File: config.mk
export PLATFORM = sky130hd
export DESIGN_NAME = fir_coeff_loader_flat
export DESIGN_NICKNAME = d
export VERILOG_FILES = /design/src/rtl/fir_coeff_loader_pkg.sv /design/src/rtl/fir_coeff_loader_if.sv /design/src/rtl/fir_coeff_bank.sv /design/src/rtl/fir_coeff_loader.sv /design/src/flat_wrapper.sv
export SDC_FILE = /design/constraint.sdc
export NUM_CORES = 1
export LEC_CHECK = 0
export CAP_MARGIN = 0
export CELL_PAD_IN_SITES_DETAIL_PLACEMENT = 1
export CELL_PAD_IN_SITES_GLOBAL_PLACEMENT = 2
export CORE_MARGIN = 1
export CORE_UTILIZATION = 30
export DETAILED_ROUTE_END_ITERATION = 10
export GPL_TIMING_DRIVEN = 0
export PLACE_DENSITY_LB_ADDON = 0.1
export SLEW_MARGIN = 25
export SYNTH_ARGS = -nofsm -noshare
export SYNTH_HDL_FRONTEND = slang
export SYNTH_SLANG_ARGS = --single-unit
File: constraint.sdc
create_clock -name clk -period 2.7 [get_ports clk]
set_input_delay 0.27 -clock clk [delete_from_list [all_inputs] [get_ports clk]]
set_output_delay 0.27 -clock clk [all_outputs]
set_load 0.03 [all_outputs]
File: src/rtl/fir_coeff_loader_pkg.sv
// Shared types and reset defaults for the FIR coefficient loader.
// The active bank resets to an identity filter (tap 0 = 1, multiplier = 1).
package fir_pkg;

  localparam int unsigned FIR_CW = 11;
  localparam int unsigned FIR_MW = 8;

  typedef logic signed [FIR_CW-1:0] coeff_t;
  typedef logic        [FIR_MW-1:0] mult_t;

  typedef enum logic [1:0] {
    LOAD   = 2'd0,
    FLUSH  = 2'd1,
    COMMIT = 2'd2
  } ldr_state_e;

  localparam int COEFF0_DEFAULT = 1;
  localparam int COEFF_DEFAULT  = 0;
  localparam int MULT_DEFAULT   = 1;

endpackage

File: src/rtl/fir_coeff_loader_if.sv
// Serial configuration word stream (valid/ready) feeding the coefficient loader.
interface fir_coeff_loader_if #(
  parameter int unsigned CW = 11
);
  logic          cfg_valid;
  logic          cfg_ready;
  logic [CW-1:0] cfg_data;
  logic          cfg_last;

  modport master (output cfg_valid, output cfg_data, output cfg_last, input cfg_ready);
  modport slave  (input cfg_valid, input cfg_data, input cfg_last, output cfg_ready);
endinterface

File: src/rtl/fir_coeff_bank.sv
// N-entry shadow/active coefficient bank plus multiplier; writes land in the
// shadow copy and a single commit strobe copies everything to the active copy.
module fir_coeff_bank
  import fir_pkg::*;
#(
  parameter int unsigned N  = 3,
  parameter int unsigned CW = 11,
  parameter int unsigned MW = 8
) (
  input  logic                       clk,
  input  logic                       rst,
  input  logic                       i_wr_en,
  input  logic [$clog2(N+1)-1:0]     i_wr_idx,
  input  logic [CW-1:0]              i_wr_data,
  input  logic                       i_commit,
  output logic signed [CW-1:0]       o_coeff [N],
  output logic [MW-1:0]              o_mult
);

  localparam int unsigned IW = $clog2(N + 1);

  logic signed [CW-1:0] r_shadow [N];
  logic signed [CW-1:0] r_active [N];
  logic [MW-1:0]        r_shadow_mult;
  logic [MW-1:0]        r_active_mult;

  always_ff @(posedge clk or posedge rst) begin
    if (rst) begin
      for (int i = 0; i < N; i++) begin
        r_shadow[i] <= '0;
        r_active[i] <= (i == 0) ? CW'(COEFF0_DEFAULT) : CW'(COEFF_DEFAULT);
      end
      r_shadow_mult <= '0;
      r_active_mult <= MW'(MULT_DEFAULT);
    end else begin
      if (i_wr_en) begin
        for (int i = 0; i < N; i++) begin
          if (i_wr_idx == IW'(i)) r_shadow[i] <= i_wr_data;
        end
        // Index N is the multiplier word; only its low MW bits are meaningful.
        if (i_wr_idx == IW'(N)) r_shadow_mult <= i_wr_data[MW-1:0];
      end
      if (i_commit) begin
        r_active      <= r_shadow;
        r_active_mult <= r_shadow_mult;
      end
    end
  end

  assign o_coeff = r_active;
  assign o_mult  = r_active_mult;

endmodule

File: src/rtl/fir_coeff_loader.sv
// Frames N+1 configuration words into the shadow bank and commits them atomically,
// so the filter never observes a partially loaded coefficient set.
module fir_coeff_loader
  import fir_pkg::*;
#(
  parameter int unsigned N  = 3,
  parameter int unsigned CW = 11,
  parameter int unsigned MW = 8
) (
  input  logic                 clk,
  input  logic                 rst,
  fir_coeff_loader_if.slave    cfg,
  input  logic                 i_cfg_abort,
  input  logic                 i_coeff_hold,
  output logic signed [CW-1:0] o_coefficients [N],
  output logic [MW-1:0]        o_multiplier,
  output logic                 o_coeff_update,
  output logic                 o_load_err,
  output logic                 o_busy
);

  localparam int unsigned IW = $clog2(N + 1);
  localparam logic [IW-1:0] IDX_MULT = IW'(N);

  localparam logic [1:0] ST_LOAD   = LOAD;
  localparam logic [1:0] ST_FLUSH  = FLUSH;
  localparam logic [1:0] ST_COMMIT = COMMIT;

  logic [1:0]    r_state, w_state_d;
  logic [IW-1:0] r_idx, w_idx_d;
  logic          r_upd, w_upd_d;
  logic          r_err, w_err_d;
  logic          w_wr_en, w_commit, w_xfer;

  assign cfg.cfg_ready = (r_state != ST_COMMIT);
  assign w_xfer        = cfg.cfg_valid && cfg.cfg_ready;

  always_comb begin
    w_state_d = r_state;
    w_idx_d   = r_idx;
    w_upd_d   = 1'b0;
    w_err_d   = 1'b0;
    w_wr_en   = 1'b0;
    w_commit  = 1'b0;
    // Abort outranks everything: drops same-cycle words and any pending commit.
    if (i_cfg_abort) begin
      w_state_d = ST_LOAD;
      w_idx_d   = '0;
    end else begin
      unique case (r_state)
        ST_LOAD: begin
          if (w_xfer) begin
            if (r_idx != IDX_MULT) begin
              if (cfg.cfg_last) begin
                w_err_d = 1'b1;
                w_idx_d = '0;
              end else begin
                w_wr_en = 1'b1;
                w_idx_d = r_idx + 1'b1;
              end
            end else if (cfg.cfg_last) begin
              w_wr_en   = 1'b1;
              w_idx_d   = '0;
              w_state_d = ST_COMMIT;
            end else begin
              w_err_d   = 1'b1;
              w_idx_d   = '0;
              w_state_d = ST_FLUSH;
            end
          end
        end
        ST_FLUSH: begin
          if (w_xfer && cfg.cfg_last) w_state_d = ST_LOAD;
        end
        ST_COMMIT: begin
          if (!i_coeff_hold) begin
            w_commit  = 1'b1;
            w_upd_d   = 1'b1;
            w_state_d = ST_LOAD;
          end
        end
        default: begin
          w_state_d = ST_LOAD;
          w_idx_d   = '0;
        end
      endcase
    end
  end

  always_ff @(posedge clk or posedge rst) begin
    if (rst) begin
      r_state <= ST_LOAD;
      r_idx   <= '0;
      r_upd   <= 1'b0;
      r_err   <= 1'b0;
    end else begin
      r_state <= w_state_d;
      r_idx   <= w_idx_d;
      r_upd   <= w_upd_d;
      r_err   <= w_err_d;
    end
  end

  fir_coeff_bank #(
    .N  (N),
    .CW (CW),
    .MW (MW)
  ) u_bank (
    .clk       (clk),
    .rst       (rst),
    .i_wr_en   (w_wr_en),
    .i_wr_idx  (r_idx),
    .i_wr_data (cfg.cfg_data),
    .i_commit  (w_commit),
    .o_coeff   (o_coefficients),
    .o_mult    (o_multiplier)
  );

  assign o_coeff_update = r_upd;
  assign o_load_err     = r_err;
  assign o_busy         = (r_state != ST_LOAD) || (r_idx != '0);

endmodule
File: src/flat_wrapper.sv
// flat-port wrapper written by rule: the top's interface ports become plain ports
module fir_coeff_loader_flat import fir_pkg::*;
#(
  parameter int unsigned N  = 3,
  parameter int unsigned CW = 11,
  parameter int unsigned MW = 8
)
  (clk, rst, i_cfg_abort, i_coeff_hold, o_coefficients, o_multiplier, o_coeff_update, o_load_err, o_busy, cfg_cfg_valid, cfg_cfg_data, cfg_cfg_last, cfg_cfg_ready);
  fir_coeff_loader_if #(.CW(CW)) cfg_i ();
  input  logic clk;
  input  logic rst;
  input  logic i_cfg_abort;
  input  logic i_coeff_hold;
  output logic signed [CW-1:0] o_coefficients[N];
  output logic [MW-1:0] o_multiplier;
  output logic o_coeff_update;
  output logic o_load_err;
  output logic o_busy;
  input wire logic [$bits(cfg_i.cfg_valid)-1:0] cfg_cfg_valid;
  input wire logic [$bits(cfg_i.cfg_data)-1:0] cfg_cfg_data;
  input wire logic [$bits(cfg_i.cfg_last)-1:0] cfg_cfg_last;
  output wire logic [$bits(cfg_i.cfg_ready)-1:0] cfg_cfg_ready;
  assign cfg_i.cfg_valid = cfg_cfg_valid;
  assign cfg_i.cfg_data = cfg_cfg_data;
  assign cfg_i.cfg_last = cfg_cfg_last;
  assign cfg_cfg_ready = cfg_i.cfg_ready;
  fir_coeff_loader #(.N(N), .CW(CW), .MW(MW)) u_core (.clk(clk), .rst(rst), .cfg(cfg_i), .i_cfg_abort(i_cfg_abort), .i_coeff_hold(i_coeff_hold), .o_coefficients(o_coefficients), .o_multiplier(o_multiplier), .o_coeff_update(o_coeff_update), .o_load_err(o_load_err), .o_busy(o_busy));
endmodule
== After elaboration in Yosys (flattened, before gate mapping) ==
Index checks and enable logic that the tools add are counted.
W data, S select, Z words.

* Input bits: 17
* Output and inout port bits: 45
* Register bits after elaboration: 88
* Word-level logic and storage cells: 64

* Mux-type cells: 25
* Eq/ne operators: 12
* Reductions and logical operators: 14
* Add/subtract/negate cells: 1

{| class="wikitable"
|+ Operator list
! cell !! count
|-
| $mux W2 || 10
|-
| $mux W1 || 13
|-
| $reduce_and A2 Y1 || 5
|-
| $eq A2 B2 Y1 const B || 3
|-
| $ne A3 B2 Y1 const B || 2
|-
| $ne A3 B3 Y1 const B || 2
|-
| $pmux W2 S3 || 1
|-
| $eq A2 B1 Y1 const B || 2
|-
| $logic_not A2 Y1 || 2
|-
| $ne A2 B2 Y1 const B || 2
|-
| $pmux W2 S2 || 1
|-
| $reduce_and A4 Y1 || 1
|-
| $reduce_bool A2 Y1 || 2
|-
| $add A2 B1 Y2 const B || 1
|-
| $logic_and A1 B1 Y1 || 2
|-
| $ne A2 B1 Y1 const B || 1
|-
| $reduce_or A2 Y1 || 1
|-
| $logic_or A1 B1 Y1 || 1
|}

== Longest topological paths before layout ==
* Depth after elaboration: 6
* Mapped depth: 7
* Depth with buffers taken out: 6

== Modules after synthesis ==
Synthesis repeated with hierarchy kept, for this count alone.

* Cells, all modules: 225
* Area total of the unflattened synthesis: 3602.2 um^2

{| class="wikitable"
|+ Modules (own cells, without submodules)
! module !! seq. area each (um^2) !! cells each !! area each (um^2) !! instances
|-
| fir_coeff_bank || 2054.5 || 177 || 3189.3 || 1
|-
| fir_coeff_loader || 150.1 || 48 || 412.9 || 1
|}

== Worst setup path after synthesis ==
OpenSTA, ideal clock, no wires.

* Kind: reg2reg
* Start: register u_core.r_state[0]
* End: register u_core.u_bank.r_shadow_mult[0]
* Path slack: 0.590 ns
* Path buffers: 0
* Data arrival time: 1.985 ns
* Clock period less this slack: 2.110 ns
* Data required time: 2.575 ns
* Library setup time: 0.125 ns
* Cell stages (with the launch flop): 7
* Cell sequence: dfrtp_1 > inv_1 > ha_1 > inv_1 > a31oi_1 > a2111oi_4 > mux2_2

* Cells in the longest elaborated chain, start to end: 6
* Elaborated cells on any way between the ends: 7
* Those cells by class: 1 x eq/ne; 3 x mux; 3 x reduce/logical

{| class="wikitable"
|+ Ends and longest elaborated chain
! what !! RTL line !! RTL
|-
| from (decl) || fir_coeff_loader.sv:29 || <nowiki>logic [1:0] r_state, w_state_d;</nowiki>
|-
| from (signal assigned) || fir_coeff_loader.sv:97 || <nowiki>r_state <= w_state_d;</nowiki>
|-
| $ne A2 B2 Y1 || fir_coeff_loader.sv:35 || <nowiki>assign cfg.cfg_ready = (r_state != ST_COMMIT);</nowiki>
|-
| via cfg_cfg_ready || flat_wrapper.sv:22 || <nowiki>output wire logic [$bits(cfg_i.cfg_ready)-1:0] cfg_cfg_ready;</nowiki>
|-
| $logic_and A1 B1 Y1 || fir_coeff_loader.sv:36 || <nowiki>assign w_xfer = cfg.cfg_valid && cfg.cfg_ready;</nowiki>
|-
| $mux W1 || fir_coeff_loader.sv:52 || <nowiki>if (w_xfer) begin</nowiki>
|-
| $mux W1 || fir_coeff_loader.sv:50 || <nowiki>unique case (r_state)</nowiki>
|-
| $mux W1 || fir_coeff_loader.sv:46 || <nowiki>if (i_cfg_abort) begin</nowiki>
|-
| $reduce_and A2 Y1 (no source line) || -- ||
|-
| to (signal assigned) || fir_coeff_bank.sv:41 || <nowiki>if (i_wr_idx == IW'(N)) r_shadow_mult <= i_wr_data[MW-1:0];</nowiki>
|-
| to (decl) || fir_coeff_bank.sv:24 || <nowiki>logic [MW-1:0] r_shadow_mult;</nowiki>
|}

The timed path passes the listed nets, and every way through them passes these cells.
A chain may end at the register's enable or synchronous reset.

== Worst setup path after layout ==
* Start: register u_core.r_state[0]
* End: register u_core.u_bank.r_shadow_mult[4]

* Cells in the longest elaborated chain, start to end: 6
* Elaborated cells on any way between the ends: 7
* Those cells by class: 1 x eq/ne; 3 x mux; 3 x reduce/logical

{| class="wikitable"
|+ Ends and longest elaborated chain
! what !! RTL line
|-
| $ne A2 B2 Y1 || fir_coeff_loader.sv:35
|-
| $logic_and A1 B1 Y1 || fir_coeff_loader.sv:36
|-
| $mux W1 || fir_coeff_loader.sv:52
|-
| $mux W1 * || fir_coeff_loader.sv:50
|-
| $mux W1 * || fir_coeff_loader.sv:46
|-
| $reduce_and A2 Y1 (no source line) * || --
|}

Mark *: on every way between the ends. The rest lies on a longest branch, timed or not.

==> summary.md <==
| Metric | Value |
|---|---|
| Status | `complete, no violations` |
| Worst Setup End Kind | `flop` |
| Postcts setup bufs | `0` |
| Setup CP Type | `reg2reg` |
| Sequential share of power | `0.447` |
| Initial Utilization | `0.314` |
| Final GP Congestion | `0.674` |
| Global Route Usage Sum | `0.135` |
| Slew HR | `0.420` |
| H-tree depth | `3` |
| Initial antenna violation count | `0` |
| Worst Skew | `0.0106 ns` |
| Vias in the first global route | `2227` |
| Seq cells post-synth | `88` |
| Final #Nets | `312` |
| Die Ht | `109 µm` |
| Vias per Instance | `4.60` |
| RSZ-0062 raised after global routing | `false` |
| Deepest clock path buffer count | `2` |
| Worst-skew pair later-pin latency | `0.33 ns` |
| Period minus WS final | `2.32 ns` |
| Design Area, Final | `0.00456 mm²` |
| Sw frac | `0.302` |
| Reg2reg setup slack | `0.38 ns` |
| Top-area cell type share of the netlist area | `0.622` |
| Yosys warns | `0` |
| Antenna diode count | `0` |
| Post-Syn Area per Cell | `16.1 µm²` |
| Total congestion overflow | `0` |
| Slew @ Worst Pin | `0.869 ns` |
| Leakage power | `2.10 nW` |
| Internal power | `2.99 mW` |
| Largest net degree at the start of global routing | `63` |
| Critical path launch point type | `flop` |
| Number of cells produced by synthesis | `215` |
| Routed WL per cell | `16.7 µm` |
| Clk pwr share | `0.271` |
| Worst Path Required | `2.91 ns` |
| Sequential area share after synthesis | `0.637` |
| Drt total wl | `7.24 mm` |
| P_sw | `1.29 mW` |
| Layout cells sized above 1 | `0.386` |
| Max FO, Critical Path | `9` |
| IO Count | `62` |
| HPWL Detailed | `4.92 mm` |
| First-pass DRT Iterations | `3` |
| DRC | `0` |
| Cts hold-fix bufs | `0` |
| Die Footprint | `0.0120 mm²` |
| Max Cap Viol | `0` |
| DR iter-0 viols | `49` |
| Core footprint | `0.0110 mm²` |
| Critical path arrival | `2.53 ns` |
| # port buffers | `61` |
| PwrDens | `940 mW/mm²` |
| CTS Buf Count | `9` |
| Rows | `38` |
| Netlist cell types | `24` |
| Post-synthesis instance area | `0.00346 mm²` |
| Fmax | `0.431 GHz` |
| Post-Syn Nets | `239` |
| Hold Vio Cnt, Final | `0` |
| Root Buffer | `clkbuf_16` |
| Final worst path period share | `0.859` |
| Final Slew Violations | `0` |
| Antenna viol nets, final | `0` |
| Placed cell area | `0.00428 mm²` |
| # resized after CTS | `0` |
| Synth area leaders | `dfrtp_1, mux2_2, ha_1, dfstp_2, buf_2` |
| CTS tree | `built` |
| Worst hold path type | `in2async` |
| First-pass GRT wire length | `11.9 mm` |
| Leading area contributor after synthesis | `dfrtp_1` |
| Final design utilization | `0.414` |
| Die width | `109 µm` |
| Worst vdd ir | `354 µV` |
| CTS clk-pin slew, worst paths | `0.06 ns` |
| Routed vias | `1990` |
| Final setup fails | `0` |
| Area Growth Syn to Fin | `31.8%` |
| Logic gate share of total power | `0.282` |
| Sink Count | `88` |
final timing paths:
path	startpoint	to	depth (start not counted)
min in group clk	u_core.u_bank.r_shadow_mult[4]	u_core.u_bank.o_mult[4]	1
max in group asynchronous	rst	u_core.u_bank.o_mult[0]	3
max	u_core.r_state[0]	u_core.u_bank.r_shadow_mult[4]	5
max reg2reg	u_core.r_state[0]	u_core.u_bank.r_shadow_mult[4]	5
min	rst	u_core.r_idx[1]	2
min reg2reg	u_core.u_bank.r_shadow_mult[4]	u_core.u_bank.o_mult[4]	1
power by group through the flow:
| stage | registers, mW | logic [mW] | clock network (mW) |
|---|---|---|---|
| 3_3_place_gp | 1.93 | 1.20 | 0 |
| 4_1_cts | 1.92 | 1.23 | 1.20 |
| 3_5_place_dp | 1.94 | 1.23 | 0 |
| 6_report | 1.91 | 1.21 | 1.16 |
| 5_1_grt | 1.97 | 1.32 | 1.25 |
| 2_1_floorplan | 2.12 | 0.567 | 0 |
cells by family (layout without fill, tap and decap cells):
kind of cell / Yosys count / after routing / synth area share
XOR/XNOR: 1 / 1 / 0.00253
multiplexers: 84 / 84 / 0.273
AO/OA/AOI/OAI: 8 / 8 / 0.0224
buffers and inverters: 14 / 92 / 0.0177
flip-flops: 88 / 88 / 0.637
adder cells (fa/ha/maj): 7 / 7 / 0.0253
AND/OR/NAND/NOR: 13 / 13 / 0.0224
layer usage:
layer / GRT usage / up-vias / wire length, µm
met3: 0.0314 / 8 / 307
li1: - / 906 / -
met1: 0.178 / 1036 / 3320
met5: 0 / - / 0
met4: 0.0486 / 0 / 80
met2: 0.217 / 40 / 3540
synthesized netlist by cell type:
cell type / instances
a2111oi_4: 1
a21o_1: 1
a21o_2: 1
a21oi_1: 2
a31oi_1: 1
buf_2: 7
dfrtp_1: 86
dfstp_2: 2
ha_1: 7
inv_1: 7
mux2_2: 82
mux2i_1: 2
nand2_1: 4
nand2b_1: 2
nor2_1: 1
nor3_1: 1
nor3_2: 1
nor3b_1: 1
nor4_1: 1
o21a_1: 1
o21ba_2: 1
or4_1: 1
or4b_2: 1
xor2_1: 1
registers in the layout (all words and copies together) (netlist names):
name and cells:
u_core.r_state 2, u_core.u_bank.r_shadow_mult 8, u_core.r_idx 2, u_core.o_load_err 1, u_core.u_bank.r_shadow 33, u_core.u_bank.o_mult 8, u_core.u_bank.o_coeff 33, u_core.o_coeff_update 1
cells in the final DEF (no fill, tap or decap), drive strengths merged, types with 2 or more instances in the layout:
cell and n:
dfstp 2, clkbuf 11, buf 8, clkinvlp 3
nand2 4, nor3 2, a21oi 2, nand2b 2
clkdlybuf4s50 61, ha 7, mux2 82, mux2i 2
dfrtp 86, inv 8, a21o 2
layout make-up:
cell class,instances,area (µm²)
Fill cell,1141,6470
Sequential cell,88,2200
Multi-Input combinational cell,113,1190
Timing Repair Buffer,62,638
Clock buffer,11,243
Tap cell,140,175
Clock inverter,5,40.0
Buffer,7,35.0
Inverter,7,31.3
worst max-delay path, cell delays in order (launching register included):
cell,delay [ns]
dfrtp_1,0.37
inv_1,0.07
ha_1,0.23
nand2b_1,0.25
a2111oi_4,0.87
mux2_2,0.42
per-stage QoR:
step | instances | hold WS (ns) | TNS [ns] | total power [mW] | setup slack [ns]
2_1_floorplan | 215 | 0.420 | 0 | 2.69 | 0.155
3_3_place_gp | 416 | 0.479 | -118.58 | 3.14 | -1.37
3_5_place_dp | 417 | 0.490 | 0 | 3.17 | 0.206
4_1_cts | 433 | 0.289 | 0 | 4.35 | 0.348
5_1_grt | 433 | 0.305 | 0 | 4.54 | 0.233
6_report | 433 | 0.276 | 0 | 4.29 | 0.380
Note: power is estimated with default switching activity, not from simulation.
